--- src/rtl/icache_line_fill.sv ---
// Instruction-cache refill engine: fetches one full line word by word from memory,
// writes each word into the data array, then commits the tag/valid entry.
module icache_line_fill #(
    parameter int ADDR_WIDTH  = 32,
    parameter int DATA_WIDTH  = 32,
    parameter int INDEX_WIDTH = 5,
    parameter int BLOCK_WIDTH = 2
) (
    input  logic                                          i_clock,
    input  logic                                          i_reset,
    input  logic                                          i_req,
    input  logic [ADDR_WIDTH-1:0]                         i_addr,
    output logic                                          o_busy,
    output logic                                          o_done,
    output logic                                          o_mem_rd,
    output logic [ADDR_WIDTH-1:0]                         o_mem_addr,
    input  logic                                          i_mem_ack,
    input  logic [DATA_WIDTH-1:0]                         i_mem_rdata,
    output logic [INDEX_WIDTH-1:0]                        o_index,
    output logic [BLOCK_WIDTH-1:0]                        o_block,
    output logic [DATA_WIDTH-1:0]                         o_data,
    output logic                                          o_wr,
    output logic [ADDR_WIDTH-INDEX_WIDTH-BLOCK_WIDTH-3:0] o_tag,
    output logic                                          o_tag_wr
);

    localparam int TAG_WIDTH = ADDR_WIDTH - INDEX_WIDTH - BLOCK_WIDTH - 2;
    localparam int TAG_LSB   = INDEX_WIDTH + BLOCK_WIDTH + 2;
    localparam int INDEX_LSB = BLOCK_WIDTH + 2;
    localparam logic [BLOCK_WIDTH-1:0] LAST_BLOCK = '1;

    typedef enum logic [1:0] {
        IDLE,
        FETCH,
        WRITE,
        COMMIT
    } state_t;

    state_t                 state_reg, state_next;
    logic [TAG_WIDTH-1:0]   tag_reg, tag_next;
    logic [INDEX_WIDTH-1:0] index_reg, index_next;
    logic [BLOCK_WIDTH-1:0] block_reg, block_next;
    logic [DATA_WIDTH-1:0]  data_reg, data_next;

    always_ff @(posedge i_clock) begin
        if (i_reset) begin
            state_reg <= IDLE;
            tag_reg   <= '0;
            index_reg <= '0;
            block_reg <= '0;
            data_reg  <= '0;
        end else begin
            state_reg <= state_next;
            tag_reg   <= tag_next;
            index_reg <= index_next;
            block_reg <= block_next;
            data_reg  <= data_next;
        end
    end

    always_comb begin
        state_next = state_reg;
        tag_next   = tag_reg;
        index_next = index_reg;
        block_next = block_reg;
        data_next  = data_reg;
        case (state_reg)
            IDLE: begin
                // Fills always start at block 0; the block bits of the miss address are ignored.
                if (i_req) begin
                    tag_next   = i_addr[ADDR_WIDTH-1:TAG_LSB];
                    index_next = i_addr[TAG_LSB-1:INDEX_LSB];
                    block_next = '0;
                    state_next = FETCH;
                end
            end
            FETCH: begin
                if (i_mem_ack) begin
                    data_next  = i_mem_rdata;
                    state_next = WRITE;
                end
            end
            WRITE: begin
                if (block_reg == LAST_BLOCK) begin
                    state_next = COMMIT;
                end else begin
                    block_next = block_reg + BLOCK_WIDTH'(1);
                    state_next = FETCH;
                end
            end
            COMMIT: begin
                state_next = IDLE;
            end
            default: begin
                state_next = IDLE;
            end
        endcase
    end

    // All outputs decode from registered state only, so no input reaches an output combinationally.
    assign o_busy     = (state_reg != IDLE);
    assign o_mem_rd   = (state_reg == FETCH);
    assign o_wr       = (state_reg == WRITE);
    assign o_tag_wr   = (state_reg == COMMIT);
    assign o_done     = (state_reg == COMMIT);
    assign o_mem_addr = {tag_reg, index_reg, block_reg, 2'b00};
    assign o_index    = index_reg;
    assign o_block    = block_reg;
    assign o_data     = data_reg;
    assign o_tag      = tag_reg;

endmodule

--- config.mk ---
export PLATFORM = sky130hd
export DESIGN_NAME = icache_line_fill
export DESIGN_NICKNAME = d
export VERILOG_FILES = /design/src/rtl/icache_line_fill.sv
export SDC_FILE = /design/constraint.sdc
export NUM_CORES = 1
export LEC_CHECK = 0
export CAP_MARGIN = 20
export CORE_MARGIN = 2
export CORE_UTILIZATION = 38
export CTS_BUF_LIST = sky130_fd_sc_hd__clkbuf_8
export DETAILED_ROUTE_END_ITERATION = 10
export GPL_ROUTABILITY_DRIVEN = 0
export HOLD_SLACK_MARGIN = 0.05
export PLACE_DENSITY = 0.85
export REMOVE_ABC_BUFFERS = 1
export SLEW_MARGIN = 10
export SYNTH_ARGS = -nofsm -noshare
export SYNTH_HDL_FRONTEND = slang
export SYNTH_SLANG_ARGS = --single-unit
--- constraint.sdc ---
create_clock -name i_clock -period 1.52 [get_ports i_clock]
set_input_delay 0.228 -clock i_clock [delete_from_list [all_inputs] [get_ports i_clock]]
set_output_delay 0.228 -clock i_clock [all_outputs]
set_load 0.05 [all_outputs]
### Yosys cells after proc, flatten, opt, wreduce, memory -nomap -nowiden

Cells that the tools add are included.

* $add $sub $neg: 1
* equal/unequal tests: 7
* multiplexer cells: 7
* reductions and logical operators: 7

Operator list (count)
* 2-to-1 mux 2 bit: 5
* one-hot mux 2 bit (4 select lines): 1
* equality test 2 bit (second input constant): 3
* AND reduction 2 bit: 3
* inequality test 2 bit (second input constant): 2
* one-hot mux 2 bit (2 select lines): 1
* nonzero test 2 bit: 2
* AND reduction 3 bit: 1
* adder 2 x 1 -> 2 bit (second input constant): 1
* equality test 2 x 1 -> 1 bit (second input constant): 1
* logical NOT 2 bit: 1
* inequality test 2 x 1 -> 1 bit (second input constant): 1

* register bits: 64
* input port bits: 68
* output and inout bits: 99
* word-level logic and storage cells: 27

### Longest topological paths before layout

* depth after elaboration: 3
* mapped depth: 6
* gate-level depth less buffers: 4

### Least setup slack after synthesis

Ideal clock, no wire load.

* path type: reg2reg
* start: reg block_reg[0], in the netlist o_block[0]
* end: reg block_reg[0], in the netlist o_block[0]
* library setup time: 131 ps
* arrival: 1270 ps
* data required time: 1389 ps
* path slack: 119 ps
* cell stages (with the launch flop): 5
* path buffers: 0
* clock period less this slack: 1401 ps
* cell sequence: dfxtp_1 > ha_1 > nor4b_1 > a31oi_1 > a21oi_1

* cells in the longest elaborated chain, start to end: 3
* elaborated cells on any way between the ends: 6
* classes of those cells: 1 x add/sub; 2 x eq/ne; 2 x mux; 1 x reduce/logical

Ends and longest elaborated chain
* start: declaration: line 42 `logic [BLOCK_WIDTH-1:0] block_reg, block_next;`
* start signal: assignment: line 56 `block_reg <= block_next;`
* adder 2 x 1 -> 2 bit / equality test 2 bit (equally long branches): line 87, 84
* 2-to-1 mux 2 bit / inequality test 2 bit (equally long branches)
* one-hot mux 2 bit (2 select lines) / AND reduction 3 bit (equally long branches)

Parallel ways exist; a longest one is shown, timed or not. The select of a mux whose other input is x is not followed.
A chain may end at the register's enable or synchronous reset.

### Worst setup path after layout

* start: reg state_reg[0]
* end: out o_wr

* cells in the longest elaborated chain, start to end: 1

Ends and longest elaborated chain
* start: declaration: line 39 `state_t state_reg, state_next;`
* start signal: assignment: line 53 `state_reg <= state_next;`
* equality test 2 bit: line 103 `assign o_wr = (state_reg == WRITE);`
* end: declaration: line 22 `output logic o_wr,`

Every way passes these cells.

==> metrics <==
vias after detailed routing 2,515; count of distinct cell types in the synthesized netlist 24; number of antenna violations at the first check in global routing 0; worst min-delay path endpoint o_data[13]; Worst Path Required 1290 ps; H-tree depth 3; maximum number of pins on one net before global-route repair 65; Post-Syn Area per Cell 8.17 um^2; instance count of the mapped netlist 322; result of the run completed; x dimension of the die 87.2 um; total count of max-transition violations in the final report 0; average wire length per cell after detail routing 13.0 um; classification of the worst-slack hold path in2reg; drt first pass iters 4; Largest register FFs 32; count of pins on the block boundary 167; Warnings, synthesis 0; TritonCTS Sinks 64; detailed placement HPWL 4940 um; Final ANT Viol Nets 0; final critical path time including I/O delays and setup 1410 ps; filler cell count 540; total gr overflow 0; count of input and output buffers 160; power per unit of standard cell area 1040 mW/mm^2; number of max-cap violations 0; vias per cell 4.75; data arrival time of the critical path 1190 ps; total setup violations reported at the end of the flow 0; Synth area leaders dfxtp_1 49%, nand2_1 17%, a21oi_1 11%, buf_4 10%, buf_6 3.9%; commonest cells after routing, fill and taps aside 122 x nand2_1, 88 x buf_4, 62 x clkdlybuf4s50_1, 62 x dfxtp_1, 56 x a21oi_1; global-route wire length before repair 10,600 um; clock latency on the worst-skew pair 330 ps; global-route usage over all layers 0.178; maximum number of buffers from clock root to sink 2; share of synthesized area occupied by flip-flops and latches 0.487; R2R Path End o_index[1]; number of clock buffers inserted by TritonCTS 9; CP Capture Type output pin; depth of the most critical reg-to-reg path 4; share of final-layout standard cells stronger than drive strength 1 0.293; worst vdd ir 520 uV; reported leakage power 1.75 nW; via count of the first global-routing pass 2,379; final-report hold violation count 0; synthesis-to-finish area growth 57.3%; top cell type by total area after synthesis dfxtp_1; final core utilization 0.613; Critical Path Fanout Max 11; Worst Hold Path Cells 3; area fraction of the dominant cell type after synthesis 0.487; Detailed Route WL 6900 um; total core area 0.00676 mm^2; sequential cell area 0.00129 mm^2; origin of the critical flop-to-flop path state_reg[1]; Die Span Y 87.2 um; TritonCTS clock tree yes; most frequent standard cell in the layout excluding fill and tap cells nand2_1; area of the multi-input gates 951 um^2; Startpoint Class register; number of standard-cell rows in the floorplan 30; synthesized flop and latch total 64; number of diodes added for antenna fixing 0; post-cts hold buffer count 0; effective utilization at floorplan 0.389; detailed-route DRC error count 0; type of the setup path with the least slack reg2out; clock slew seen by the registers of the worst setup and hold paths 60 ps; fmax 0.707 GHz; final critical-path share of the clock period 0.930; worst slack after detailed placement -71.3 ps; DR iter-0 viols 39; Die Footprint 0.00761 mm^2; unrepaired setup endpoints after global routing false; launch instance of the worst min-delay path i_reset; post-route setup slack 106 ps; cell area after synthesis 0.00263 mm^2; CTS root buf clkbuf_8; reg-to-reg slack, setup 250 ps; Final #Nets 517; final clock skew 10.6 ps
==> critical path: stages, from the launching register on <==
cell	delay [ps]
dfxtp_2	440
and2b_2	280
buf_12	150
==> synth_stat cells <==
| master | n |
|---|---|
| conb_1 | 1 |
| buf_2 | 3 |
| nand2b_1 | 1 |
| and2b_2 | 2 |
| dfxtp_1 | 64 |
| ha_1 | 1 |
| buf_4 | 35 |
| buf_6 | 9 |
| buf_1 | 1 |
| a21oi_2 | 7 |
| or2_2 | 1 |
| nand3_1 | 2 |
| nand3b_1 | 1 |
| a21oi_1 | 56 |
| and2_2 | 1 |
| or3b_1 | 1 |
| o21bai_1 | 1 |
| nor3b_4 | 1 |
| and3b_2 | 1 |
| a31oi_1 | 2 |
| clkbuf_1 | 6 |
| nand2_1 | 122 |
| nor4b_1 | 1 |
| nor2_1 | 2 |
==> cell families after synthesis <==
group / count (synthesis) / synth area share
and+or+nand+nor: 136 / 0.215
AOI/OAI and AO/OA: 66 / 0.137
DFF: 64 / 0.487
buffers and inverters: 54 / 0.154
adders and majority gates: 1 / 0.00475
other: 1 / 0.00143
==> power breakdown <==
part / internal [mW] / switching (mW)
sequential: 1.76 / 0.0659
clock: 0.763 / 0.565
combinational: 0.442 / 0.722
==> through the flow <==
step	cell area, um^2	power, mW	instances	setup TNS (ps)	hold WS [ps]
6_report	4140	4.32	530	0	369
5_1_grt	4140	4.50	530	0	369
4_1_cts	4140	4.38	531	0	361
3_5_place_dp	3960	3.04	518	-1450	449
3_3_place_gp	3960	3.02	518	-980	442
2_1_floorplan	2230	2.49	269	-421	290
==> worst max-delay path by stage <==
stage / slack, ps / start / cells past startpoint / to
6_report: 110 / state_reg[0] / 2 / o_wr
5_1_grt: 50 / state_reg[0] / 2 / o_wr
4_1_cts: 10 / state_reg[1] / 3 / o_mem_rd
3_5_place_dp: -70 / i_req / 5 / o_index[1]
3_3_place_gp: -40 / i_req / 5 / o_index[2]
2_1_floorplan: -240 / o_block[0] / 4 / o_block[0]
==> cell type report <==
class,count,share of cell area
Clock buffer,10,0.0333
Multi-Input combinational cell,205,0.230
Tap cell,80,0.0242
Sequential cell,64,0.311
Clock inverter,3,0.00907
Timing Repair Buffer,168,0.393
==> metal layers <==
layer  vias to the layer above  global-route usage  part of all wire
li1                       1244                   -                 -
met1                      1140               0.193              0.39
met2                       123               0.316              0.50
met3                         8              0.0626             0.099
met4                         0              0.0713             0.013
met5                         -                   0                 0
==> timing repair <==
action | CTS | global route
buffers inserted | 0 | 0
resized for setup | 3 | 1
endpoints found under the setup margin | 5 | 1
No activity file was read; power rests on OpenSTA's default activity.
